[config.mk]
export PLATFORM = sky130hd
export DESIGN_NAME = r200_hazard_ctrl_flat
export DESIGN_NICKNAME = d
export VERILOG_FILES = /design/src/rtl/r200_hazard_ctrl_if.sv /design/src/rtl/r200_hazard_ctrl.sv /design/src/flat_wrapper.sv
export SDC_FILE = /design/constraint.sdc
export NUM_CORES = 1
export LEC_CHECK = 0
export CORE_UTILIZATION = 33
export DETAILED_ROUTE_END_ITERATION = 12
export HOLD_SLACK_MARGIN = 0.06
export PLACE_DENSITY = 0.82
export SYNTH_ARGS = -nofsm -noshare
export SYNTH_HDL_FRONTEND = slang
export SYNTH_SLANG_ARGS = --single-unit
[constraint.sdc]
create_clock -name clk -period 3.6 [get_ports clk]
set_input_delay 0.9 -clock clk [delete_from_list [all_inputs] [get_ports clk]]
set_output_delay 0.9 -clock clk [all_outputs]
set_load 0.01 [all_outputs]
[src/rtl/r200_hazard_ctrl_if.sv]
// rtl/r200_hazard_ctrl_if.sv - decode-boundary hazard signals between r200 pipeline and hazard controller
interface r200_hazard_ctrl_if;
   logic       id_valid;
   logic [4:0] id_rs1addr;
   logic [4:0] id_rs2addr;
   logic       id_uses_rs1;
   logic       id_uses_rs2;
   logic [1:0] id_pcsel;
   logic [4:0] ex_rdaddr;
   logic       ex_regwr;
   logic       ex_memrd;
   logic [4:0] mem_rdaddr;
   logic       mem_regwr;
   logic       mem_busy;
   logic       pc_stall;
   logic       ifid_stall;
   logic       ifid_flush;
   logic       idex_bubble;
   logic       pipe_freeze;
   logic [1:0] fwd_a;
   logic [1:0] fwd_b;
   logic [1:0] hz_state;

   // pipeline side: supplies stage information, consumes stall/flush/forward controls
   modport master (
      output id_valid, id_rs1addr, id_rs2addr, id_uses_rs1, id_uses_rs2, id_pcsel,
             ex_rdaddr, ex_regwr, ex_memrd, mem_rdaddr, mem_regwr, mem_busy,
      input  pc_stall, ifid_stall, ifid_flush, idex_bubble, pipe_freeze,
             fwd_a, fwd_b, hz_state
   );

   // hazard controller side
   modport slave (
      input  id_valid, id_rs1addr, id_rs2addr, id_uses_rs1, id_uses_rs2, id_pcsel,
             ex_rdaddr, ex_regwr, ex_memrd, mem_rdaddr, mem_regwr, mem_busy,
      output pc_stall, ifid_stall, ifid_flush, idex_bubble, pipe_freeze,
             fwd_a, fwd_b, hz_state
   );
endinterface

[src/rtl/r200_hazard_ctrl.sv]
// rtl/r200_hazard_ctrl.sv - r200 load-use/redirect/memory-wait hazard controller; R200_HZ_PERFCNT_EN adds stall/flush counters
module r200_hazard_ctrl #(
   parameter int LDUSE_BUBBLES = 1,
   parameter int FWD_EN        = 1
) (
   input  logic                clk,
   input  logic                rst,
   r200_hazard_ctrl_if.slave   hz
`ifdef R200_HZ_PERFCNT_EN
   ,
   output logic [31:0]         stall_cnt,
   output logic [31:0]         flush_cnt
`endif
);

   typedef enum logic [1:0] {
      RUN   = 2'd0,
      LDUSE = 2'd1,
      MWAIT = 2'd2
   } hz_state_t;

   // the cycle that detects the hazard is the first bubble, so LDUSE covers the rest
   localparam logic [1:0] CNT_RELOAD = 2'(LDUSE_BUBBLES - 1);

   hz_state_t  state, state_nxt;
   logic [1:0] cnt, cnt_nxt;
   logic [1:0] fwd_a_q, fwd_b_q, fwd_a_nxt, fwd_b_nxt;

   logic rs1_ex, rs2_ex, rs1_mem, rs2_mem;
   logic ldu, raw, haz, redir;
   logic pc_stall, ifid_stall, ifid_flush, idex_bubble, pipe_freeze;

   // x0 never matches, so it can neither stall nor forward
   assign rs1_ex  = hz.id_uses_rs1 && (hz.id_rs1addr != 5'd0) && (hz.id_rs1addr == hz.ex_rdaddr);
   assign rs2_ex  = hz.id_uses_rs2 && (hz.id_rs2addr != 5'd0) && (hz.id_rs2addr == hz.ex_rdaddr);
   assign rs1_mem = hz.id_uses_rs1 && (hz.id_rs1addr != 5'd0) && (hz.id_rs1addr == hz.mem_rdaddr);
   assign rs2_mem = hz.id_uses_rs2 && (hz.id_rs2addr != 5'd0) && (hz.id_rs2addr == hz.mem_rdaddr);

   assign ldu   = hz.id_valid && hz.ex_memrd && hz.ex_regwr && (rs1_ex || rs2_ex);
   assign raw   = hz.id_valid && ((hz.ex_regwr && (rs1_ex || rs2_ex)) ||
                                  (hz.mem_regwr && (rs1_mem || rs2_mem)));
   // without forwarding every RAW dependency must wait it out like a load-use
   assign haz   = (FWD_EN != 0) ? ldu : (ldu || raw);
   assign redir = hz.id_valid && (hz.id_pcsel != 2'd0);

   // state and bubble counter register
   always_ff @(posedge clk or posedge rst) begin
      if (rst) begin
         state <= RUN;
         cnt   <= 2'd0;
      end else begin
         state <= state_nxt;
         cnt   <= cnt_nxt;
      end
   end

   // next state and stall/flush/bubble/freeze decode; priority mem_busy > hazard > redirect
   always_comb begin
      state_nxt   = state;
      cnt_nxt     = cnt;
      pc_stall    = 1'b0;
      ifid_stall  = 1'b0;
      ifid_flush  = 1'b0;
      idex_bubble = 1'b0;
      pipe_freeze = 1'b0;
      if (!rst) begin
         case (state)
            LDUSE: begin
               pc_stall    = 1'b1;
               ifid_stall  = 1'b1;
               idex_bubble = 1'b1;
               if (hz.mem_busy) begin
                  pipe_freeze = 1'b1;
               end else if (cnt <= 2'd1) begin
                  state_nxt = RUN;
                  cnt_nxt   = 2'd0;
               end else begin
                  cnt_nxt = cnt - 2'd1;
               end
            end
            default: begin
               // MWAIT with memory ready behaves exactly as RUN
               if (hz.mem_busy) begin
                  pipe_freeze = 1'b1;
                  pc_stall    = 1'b1;
                  ifid_stall  = 1'b1;
                  state_nxt   = MWAIT;
               end else begin
                  state_nxt = RUN;
                  if (haz) begin
                     pc_stall    = 1'b1;
                     ifid_stall  = 1'b1;
                     idex_bubble = 1'b1;
                     if (LDUSE_BUBBLES > 1) begin
                        cnt_nxt   = CNT_RELOAD;
                        state_nxt = LDUSE;
                     end
                  end else if (redir) begin
                     ifid_flush = 1'b1;
                  end
               end
            end
         endcase
      end
   end

   // forwarding select for the instruction about to enter EX; EX result beats MEM result
   always_comb begin
      fwd_a_nxt = 2'd0;
      fwd_b_nxt = 2'd0;
      if ((FWD_EN != 0) && !idex_bubble) begin
         if (hz.ex_regwr && rs1_ex)         fwd_a_nxt = 2'd1;
         else if (hz.mem_regwr && rs1_mem) fwd_a_nxt = 2'd2;
         if (hz.ex_regwr && rs2_ex)         fwd_b_nxt = 2'd1;
         else if (hz.mem_regwr && rs2_mem) fwd_b_nxt = 2'd2;
      end
   end

   // forwarding registers advance with ID/EX and hold while the pipe is frozen
   always_ff @(posedge clk or posedge rst) begin
      if (rst) begin
         fwd_a_q <= 2'd0;
         fwd_b_q <= 2'd0;
      end else if (!pipe_freeze) begin
         fwd_a_q <= fwd_a_nxt;
         fwd_b_q <= fwd_b_nxt;
      end
   end

`ifdef R200_HZ_PERFCNT_EN
   // free-running event counters, wrap at 2^32
   always_ff @(posedge clk or posedge rst) begin
      if (rst) begin
         stall_cnt <= 32'd0;
         flush_cnt <= 32'd0;
      end else begin
         if (pc_stall)   stall_cnt <= stall_cnt + 32'd1;
         if (ifid_flush) flush_cnt <= flush_cnt + 32'd1;
      end
   end
`endif

   assign hz.pc_stall    = pc_stall;
   assign hz.ifid_stall  = ifid_stall;
   assign hz.ifid_flush  = ifid_flush;
   assign hz.idex_bubble = idex_bubble;
   assign hz.pipe_freeze = pipe_freeze;
   assign hz.fwd_a       = fwd_a_q;
   assign hz.fwd_b       = fwd_b_q;
   assign hz.hz_state    = state;

endmodule

[src/flat_wrapper.sv]
// flat-port wrapper written by rule: the top's interface ports become plain ports
module r200_hazard_ctrl_flat 
#(
   parameter int LDUSE_BUBBLES = 1,
   parameter int FWD_EN        = 1
)
  (clk, rst, hz_id_valid, hz_id_rs1addr, hz_id_rs2addr, hz_id_uses_rs1, hz_id_uses_rs2, hz_id_pcsel, hz_ex_rdaddr, hz_ex_regwr, hz_ex_memrd, hz_mem_rdaddr, hz_mem_regwr, hz_mem_busy, hz_pc_stall, hz_ifid_stall, hz_ifid_flush, hz_idex_bubble, hz_pipe_freeze, hz_fwd_a, hz_fwd_b, hz_hz_state);
  r200_hazard_ctrl_if hz_i ();
  input  logic clk;
  input  logic rst;
  input wire logic [$bits(hz_i.id_valid)-1:0] hz_id_valid;
  input wire logic [$bits(hz_i.id_rs1addr)-1:0] hz_id_rs1addr;
  input wire logic [$bits(hz_i.id_rs2addr)-1:0] hz_id_rs2addr;
  input wire logic [$bits(hz_i.id_uses_rs1)-1:0] hz_id_uses_rs1;
  input wire logic [$bits(hz_i.id_uses_rs2)-1:0] hz_id_uses_rs2;
  input wire logic [$bits(hz_i.id_pcsel)-1:0] hz_id_pcsel;
  input wire logic [$bits(hz_i.ex_rdaddr)-1:0] hz_ex_rdaddr;
  input wire logic [$bits(hz_i.ex_regwr)-1:0] hz_ex_regwr;
  input wire logic [$bits(hz_i.ex_memrd)-1:0] hz_ex_memrd;
  input wire logic [$bits(hz_i.mem_rdaddr)-1:0] hz_mem_rdaddr;
  input wire logic [$bits(hz_i.mem_regwr)-1:0] hz_mem_regwr;
  input wire logic [$bits(hz_i.mem_busy)-1:0] hz_mem_busy;
  output wire logic [$bits(hz_i.pc_stall)-1:0] hz_pc_stall;
  output wire logic [$bits(hz_i.ifid_stall)-1:0] hz_ifid_stall;
  output wire logic [$bits(hz_i.ifid_flush)-1:0] hz_ifid_flush;
  output wire logic [$bits(hz_i.idex_bubble)-1:0] hz_idex_bubble;
  output wire logic [$bits(hz_i.pipe_freeze)-1:0] hz_pipe_freeze;
  output wire logic [$bits(hz_i.fwd_a)-1:0] hz_fwd_a;
  output wire logic [$bits(hz_i.fwd_b)-1:0] hz_fwd_b;
  output wire logic [$bits(hz_i.hz_state)-1:0] hz_hz_state;
  assign hz_i.id_valid = hz_id_valid;
  assign hz_i.id_rs1addr = hz_id_rs1addr;
  assign hz_i.id_rs2addr = hz_id_rs2addr;
  assign hz_i.id_uses_rs1 = hz_id_uses_rs1;
  assign hz_i.id_uses_rs2 = hz_id_uses_rs2;
  assign hz_i.id_pcsel = hz_id_pcsel;
  assign hz_i.ex_rdaddr = hz_ex_rdaddr;
  assign hz_i.ex_regwr = hz_ex_regwr;
  assign hz_i.ex_memrd = hz_ex_memrd;
  assign hz_i.mem_rdaddr = hz_mem_rdaddr;
  assign hz_i.mem_regwr = hz_mem_regwr;
  assign hz_i.mem_busy = hz_mem_busy;
  assign hz_pc_stall = hz_i.pc_stall;
  assign hz_ifid_stall = hz_i.ifid_stall;
  assign hz_ifid_flush = hz_i.ifid_flush;
  assign hz_idex_bubble = hz_i.idex_bubble;
  assign hz_pipe_freeze = hz_i.pipe_freeze;
  assign hz_fwd_a = hz_i.fwd_a;
  assign hz_fwd_b = hz_i.fwd_b;
  assign hz_hz_state = hz_i.hz_state;
  r200_hazard_ctrl #(.LDUSE_BUBBLES(LDUSE_BUBBLES), .FWD_EN(FWD_EN)) u_core (.clk(clk), .rst(rst), .hz(hz_i));
endmodule
==> impl_results.md, run 1 <==
* Clock Path Buffers at 2
* Largest net degree at the start of global routing at 7
* CTS root buf: sky130_fd_sc_hd__clkbuf_4
* Number of DRC markers after the initial detailed-route iteration at 1
* Final worst slack at approximately 0.066 ns
* Maximum fanout along the worst path at 3
* Number of antenna violations at the first check in global routing at 0
* Number of buffers created by CTS at 3
* Number of enable flip-flop cells after synthesis at 0
* Placed Cells incl. Taps at ~140
* Share of the synthesized netlist area taken by xor and xnor gates at a little under a third
* Share of synthesized area occupied by flip-flops and latches at 22.52%
* Drt wl/cell at 12.55 um
* Main combinational cell family by area after synthesis: XOR/XNOR gates
* Net count reported at finish at 166
* Number of nets in the synthesized netlist at 96
* Max Cap Violations at 0
* Slew Limit Fails at 0
* Die Wd at 43.03 um
* Most common library cells after synthesis: sky130_fd_sc_hd__xnor2_1 (10), sky130_fd_sc_hd__xor2_1 (10), sky130_fd_sc_hd__dfrtp_1 (5)
* Final setup violation count at 0
* Largest stage delay on the critical path at 0.44 ns
* Syn avg cell area at around 8.5 um2
* Core outline area at 0.001541 mm2
* Total number of placement rows at 14
* Wire length on met2 at 1049 um
* Cell type contributing the most total cell area after synthesis: sky130_fd_sc_hd__dfrtp_1
* Highest metal layer used by the detailed router: met4
* Via count of the routed design at 765
* Number of hold violations in the final report at 0
* Share of the clock period used by the worst path at 98.15%
* Time the final worst path needs with I/O delays and setup at roughly 3.5 ns
* Count of antenna-violating nets left after detailed routing at 0
* Total power draw at 0.2376 mW
* Unrepaired setup endpoints after global routing: false
* TritonCTS Sinks at 5
* Pleak at roughly 0.56 nW
* DRC Markers at 0
* Synth Area in Compound Gates at approximately 17%
* Adder-Cell Fraction of Synth Area at 0%
* DIE AREA at 0.001852 mm2
* Portion of synthesized cell area occupied by the leading cell type at between 20% and 30%
* Number of antenna cells inserted at 0
* CP endpoint kind: primary output
* Number of H-tree branching levels at 1
* Unique masters post-synth at 25
* Number of optimization iterations in the first detailed-route pass at 4
* Hold_buf cts at 0
* Number of top-level pins at 42
* Wirelength, routed at 1883 um
* Worst EP required at 2.70 ns
* Global-route wire length before repair at approximately 3100 um
* Count of state elements after synthesis at 5
* VDD IR-drop max at roughly 0.1 mV
* Synth Area in Simple Gates at 24.55%
* Share of cells above drive strength 1 at 32.84%
* Worst Clk Skew at 0 ns
* Cell types occupying the most area after synthesis: sky130_fd_sc_hd__dfrtp_1 (23%), sky130_fd_sc_hd__xnor2_1 (16%), sky130_fd_sc_hd__xor2_1 (16%), sky130_fd_sc_hd__a32o_1 (3.6%), sky130_fd_sc_hd__nand3_1 (3.6%)
* Met1 wire length at 637 um
* Effective utilization at floorplan at between 30% and 40%
* Clock tree from TritonCTS: done
* Critical path type: in -> out
* Power per cell area at 196.6 mW/mm2
* Cell with the biggest individual delay on the critical path: sky130_fd_sc_hd__clkdlybuf4s50_1
* Routability congestion estimate from global placement at 0.7960
* Hold Path Class: reg -> reg
* Via count of the first global-routing pass at 812
* Clock slew seen by the registers of the worst setup and hold paths at 0.04 ns
* Detailed route wirelength on metal3 at 136 um
* Count of non-filler cells in the finished layout at 150
* Pre-CTS WS at -0.4172 ns
* IO Port Bufs at 40
* Die Y-Extent at 43.03 um
* Number of warnings printed during yosys synthesis at 0
* Run status: complete, no violations
* Crit path launch type: input port
* Post-synth top flop: sky130_fd_sc_hd__dfrtp_1
* Top achievable clock speed at 283.0 MHz
* Half-perimeter wire length after detailed placement at 1494 um
* Via-per-instance ratio at around 5
* Post-synthesis mux area share at 0%
* Synth Cell Area at 555.5 um2
* Crit-path cells: clkdlybuf4s50_1, or4_4, o21ai_2, and3b_2, o31a_4, buf_6
* GRT Total Usage at 22.59%
* Async set or reset register ratio after synthesis at 100.0%
* Instance count of the mapped netlist at 65
* Total global routing overflow at 0
* Synth-to-Final Area Change at 117.6%
* Data arrival at the endpoint of the critical path at 2.63 ns
* Clock latency on the worst-skew pair at 0.24 ns
registers in the layout, summed over array words and instances, names as in the netlist:
signal and cells:
u_core.hz.fwd_b 2, u_core.hz.fwd_a 2, u_core.hz.hz_state 1
worst max-delay path: cells and delay by family:
kind                   cells  cell delay [ns]
AOI/OAI and AO/OA          2             0.49
and+or+nand+nor            2             0.68
buffers and inverters      2             0.57
layout by cell type (no fill, tap or decap), drive strengths merged, types with 3 or more instances in the layout:
cell            n
nand3           4
clkbuf          5
buf            31
dlymetal6s2s    3
o21ai           5
nor2            3
dfrtp           5
xnor2          10
nor3            4
nand2           3
xor2           10
clkdlybuf4s50  31
final cells by class:
| type | count | area [um2] |
|---|---|---|
| clock buffer | 4 | 26.28 |
| fill | 100 | 332.8 |
| inverter | 1 | 3.754 |
| multi-input combinational | 56 | 425.4 |
| sequential | 5 | 125.1 |
| tap | 16 | 20.02 |
| timing repair buffer | 68 | 608.1 |
logic make-up after synthesis:
group / Yosys count
AOI/OAI and AO/OA: 11
xor gates and xnor gates: 20
buffers and inverters: 4
DFF: 5
other: 1
and+or+nand+nor: 24
metrics by stage:
step | hold slack (ns) | util, % | TNS, ns | area, um2
after floorplan | 0.5184 | - | 0 | 555.5
after global placement | 0.4598 | 70.86 | -1.332 | 1092
after detailed placement | 0.4725 | 70.86 | -1.419 | 1092
after CTS | 0.4817 | 76.38 | 0 | 1177
after global routing | 0.4881 | 78.41 | 0 | 1209
final | 0.4787 | 78.41 | 0 | 1209
power breakdown:
group	internal (mW)	total, mW	leakage, nW	switching [mW]
registers	0.0579	0.0588	0.0680	0.000803
clock network	0.0418	0.0637	0.0150	0.0219
logic	0.0722	0.115	0.475	0.0430
what timing repair did:
item                                    4_1_cts  5_1_grt
cloned                                        0        0
gates resized for setup                      17        9
buffers inserted                              9        1
pin swaps                                     2        6
endpoints found under the setup margin        4        4
per-layer routing:
layer  vias up  global-route usage, %
met1       346                  19.90
met2        45                  46.97
met4         0                  11.52
met3         7                  3.404
li1        367                      -
met5         -                      0
final timing paths:
check                                            from                    end  slack (ns)  cells past startpoint
min in group asynchronous                         rst     u_core.hz.fwd_b[0]        1.07                      3
worst min register to register  u_core.hz.hz_state[1]  u_core.hz.hz_state[1]        0.48                      1
max in group asynchronous                         rst     u_core.hz.fwd_a[1]        2.42                      3
worst max-delay path                 hz_id_rs1addr[4]          hz_ifid_stall        0.07                      6
worst max register to register     u_core.hz.fwd_a[0]     u_core.hz.fwd_a[0]        2.87                      1
worst min-delay path            u_core.hz.hz_state[1]  u_core.hz.hz_state[1]        0.48                      1
Power figures use the tool's default switching activity.
==> run 2: changes to the inputs <==
--- a/config.mk
+++ b/config.mk
@@ -5,6 +5,8 @@
 export SDC_FILE = /design/constraint.sdc
 export NUM_CORES = 1
 export LEC_CHECK = 0
+export CAP_MARGIN = 10
+export CORE_MARGIN = 5
 export CORE_UTILIZATION = 33
 export DETAILED_ROUTE_END_ITERATION = 12
 export HOLD_SLACK_MARGIN = 0.06
==> impl_results.md, run 2 (same netlist as run 1, synthesis figures left out) <==
* CP endpoint kind: primary output
* Placement Cell Area at approximately 0.0011 mm2
* Most used cells in the layout excluding fill and tap cells: sky130_fd_sc_hd__clkdlybuf4s50_1 (32), sky130_fd_sc_hd__buf_4 (20), sky130_fd_sc_hd__xor2_1 (10), sky130_fd_sc_hd__xnor2_1 (10), sky130_fd_sc_hd__dfrtp_1 (5)
* Via count of the first global-routing pass at 703
* Worst R2R Path Depth at 1
* Most common cell after layout, fill and taps aside: sky130_fd_sc_hd__clkdlybuf4s50_1
* Total power draw at between 0.2 and 0.25 mW
* Run status: complete, no violations
* Clock latency on the worst-skew pair at ~0.24 ns
* Half-perimeter wire length after detailed placement at 1624 um
* Final worst slack at 0.06392 ns
* Number of DRC markers after the initial detailed-route iteration at 3
* Non-Filler Cell Area, Final at between 0.001 and 0.0015 mm2
* GRT Total Usage at 14.09%
* Clock tree from TritonCTS: done
* Total global routing overflow at 0
* Net count reported at finish at 158
* Worst reg-to-reg setup slack at 2.89 ns
* Data arrival at the endpoint of the critical path at ~2.6 ns
* Time the final worst path needs with I/O delays and setup at approximately 3.5 ns
* Clock Power Share at between 20% and 30%
* Hold_buf cts at 0
* Power per cell area at about 200 mW/mm2
* Routability congestion estimate from global placement at 0.8445
* Launch point of the worst path: hz_id_rs2addr[4]
* Pleak at 0.5037 nW
* Number of antenna cells inserted at 0
* Synth-to-Final Area Change at 105.6%
* Last element of the critical path: hz_ifid_stall
* Number of optimization iterations in the first detailed-route pass at 4
* Clock slew seen by the registers of the worst setup and hold paths at 0.04 ns
* Via count of the routed design at 693
* Slew Limit Fails at 0
* Total number of placement rows at 14
* IO Port Bufs at 40
* Power share of the sequential group at 25.7%
* Net switching share of the total power at 27.38%
* DIE AREA at approximately 0.0026 mm2
* Unrepaired setup endpoints after global routing: false
* Top achievable clock speed at 282.8 MHz
* Number of antenna violations at the first check in global routing at 0
* VDD IR-drop max at 0.09178 mV
* DRC Markers at 0
* Drt wl/cell at about 12 um
* Worst Clk Skew at 0 ns
* TritonCTS Sinks at 5
* Switch Pwr at 0.06237 mW
* Largest net degree at the start of global routing at 7
* Max Cap Violations at 0
* Number of H-tree branching levels at 1
* Count of antenna-violating nets left after detailed routing at 0
* CTS root buf: sky130_fd_sc_hd__clkbuf_4
* Worst r2r dst: u_core.hz.fwd_a[0]
* Clock Path Buffers at 2
* Maximum fanout along the worst path at 3
* Reg2Reg Launch Point: u_core.hz.fwd_a[0]
* Crit path launch type: input port
* Die Wd at 51.03 um
* Number of buffers created by CTS at 3
* Worst hold path stage count at 1
* Critical path type: in -> out
* Wirelength, routed at 1760 um
* Die Y-Extent at between 50 and 60 um
* Core outline area at 0.001559 mm2
* Combinational cell fraction of total power at 46.1%
* Share of cells above drive strength 1 at ~29%
* Final setup violation count at 0
* Pre-CTS WS at -0.4418 ns
* Number of top-level pins at 42
* Via-per-instance ratio at 4.880
* Share of the clock period used by the worst path at 98.22%
* Global-route wire length before repair at 2842 um
* Pint at 0.1654 mW
* Number of hold violations in the final report at 0
* Hold Path Class: reg -> reg
* Effective utilization at floorplan at 35.63%
* Worst EP required at 2.70 ns
==> run 2: cell types whose count changed in the layout (fill, tap and decap cells not counted), sizes merged <==
cell,change
buf,-8
dlymetal6s2s,-2
clkdlybuf4s50,+1
dlygate4sd2,+1
==> run 2: metrics by stage <==
stage | util [%] | TNS, ns | std cells | hold slack, ns
after detailed placement | 70.06 | -1.529 | 136 | 0.4685
after floorplan | - | 0 | 65 | 0.5184
after global placement | 70.06 | -1.360 | 136 | 0.4600
final | 73.27 | 0 | 142 | 0.4723
after CTS | 72.87 | 0 | 142 | 0.4779
after global routing | 73.27 | 0 | 142 | 0.5027
==> run 2: power by group through the flow <==
stage,Sequential (mW),Combinational (mW),Clock (mW)
after floorplan,0.0602,0.0344,0
after global placement,0.0594,0.101,0
final,0.0586,0.105,0.0641
after global routing,0.0587,0.113,0.0719
after CTS,0.0587,0.105,0.0653
after detailed placement,0.0595,0.104,0
==> run 2: worst min path at each step <==
| stage | startpoint | to | slack, ns |
|---|---|---|---|
| global placement | u_core.hz.hz_state[1] | u_core.hz.hz_state[1] | 0.46 |
| CTS | u_core.hz.fwd_a[1] | u_core.hz.fwd_a[1] | 0.48 |
| floorplan | u_core.hz.hz_state[1] | u_core.hz.hz_state[1] | 0.52 |
| global route | u_core.hz.fwd_a[1] | u_core.hz.fwd_a[1] | 0.50 |
| finish | u_core.hz.hz_state[1] | u_core.hz.hz_state[1] | 0.47 |
| detailed placement | u_core.hz.fwd_a[1] | u_core.hz.fwd_a[1] | 0.47 |
==> run 2: layout make-up <==
class | instances | area, um2
clock buffers | 4 | 26.28
fillers | 119 | 416.7
inverters | 1 | 3.754
multi-input cells | 56 | 425.4
flip-flops and latches | 5 | 125.1
well taps | 16 | 20.02
repair buffers | 60 | 541.8
==> run 2: timing repair <==
action                                  4_1_cts  5_1_grt
resized for setup                            20        6
endpoints found under the setup margin        4        3
buffers inserted                              2        0
pin swaps                                     3        3
==> run 2: critical path: stages <==
cell and delay (ns):
sky130_fd_sc_hd__clkdlybuf4s50_1 0.41, sky130_fd_sc_hd__or4_1 0.51, sky130_fd_sc_hd__o21a_1 0.22, sky130_fd_sc_hd__and4_4 0.17
sky130_fd_sc_hd__o31a_4 0.30, sky130_fd_sc_hd__buf_6 0.12
==> run 2: metal layers <==
layer,wire length [um],share of wire (%),vias up,track usage (%)
met5,0,0,-,0
met2,889,51,39,26.82
li1,-,-,355,-
met4,9,0.51,0,5.381
met3,200,11,2,3.779
met1,661,38,297,14.49
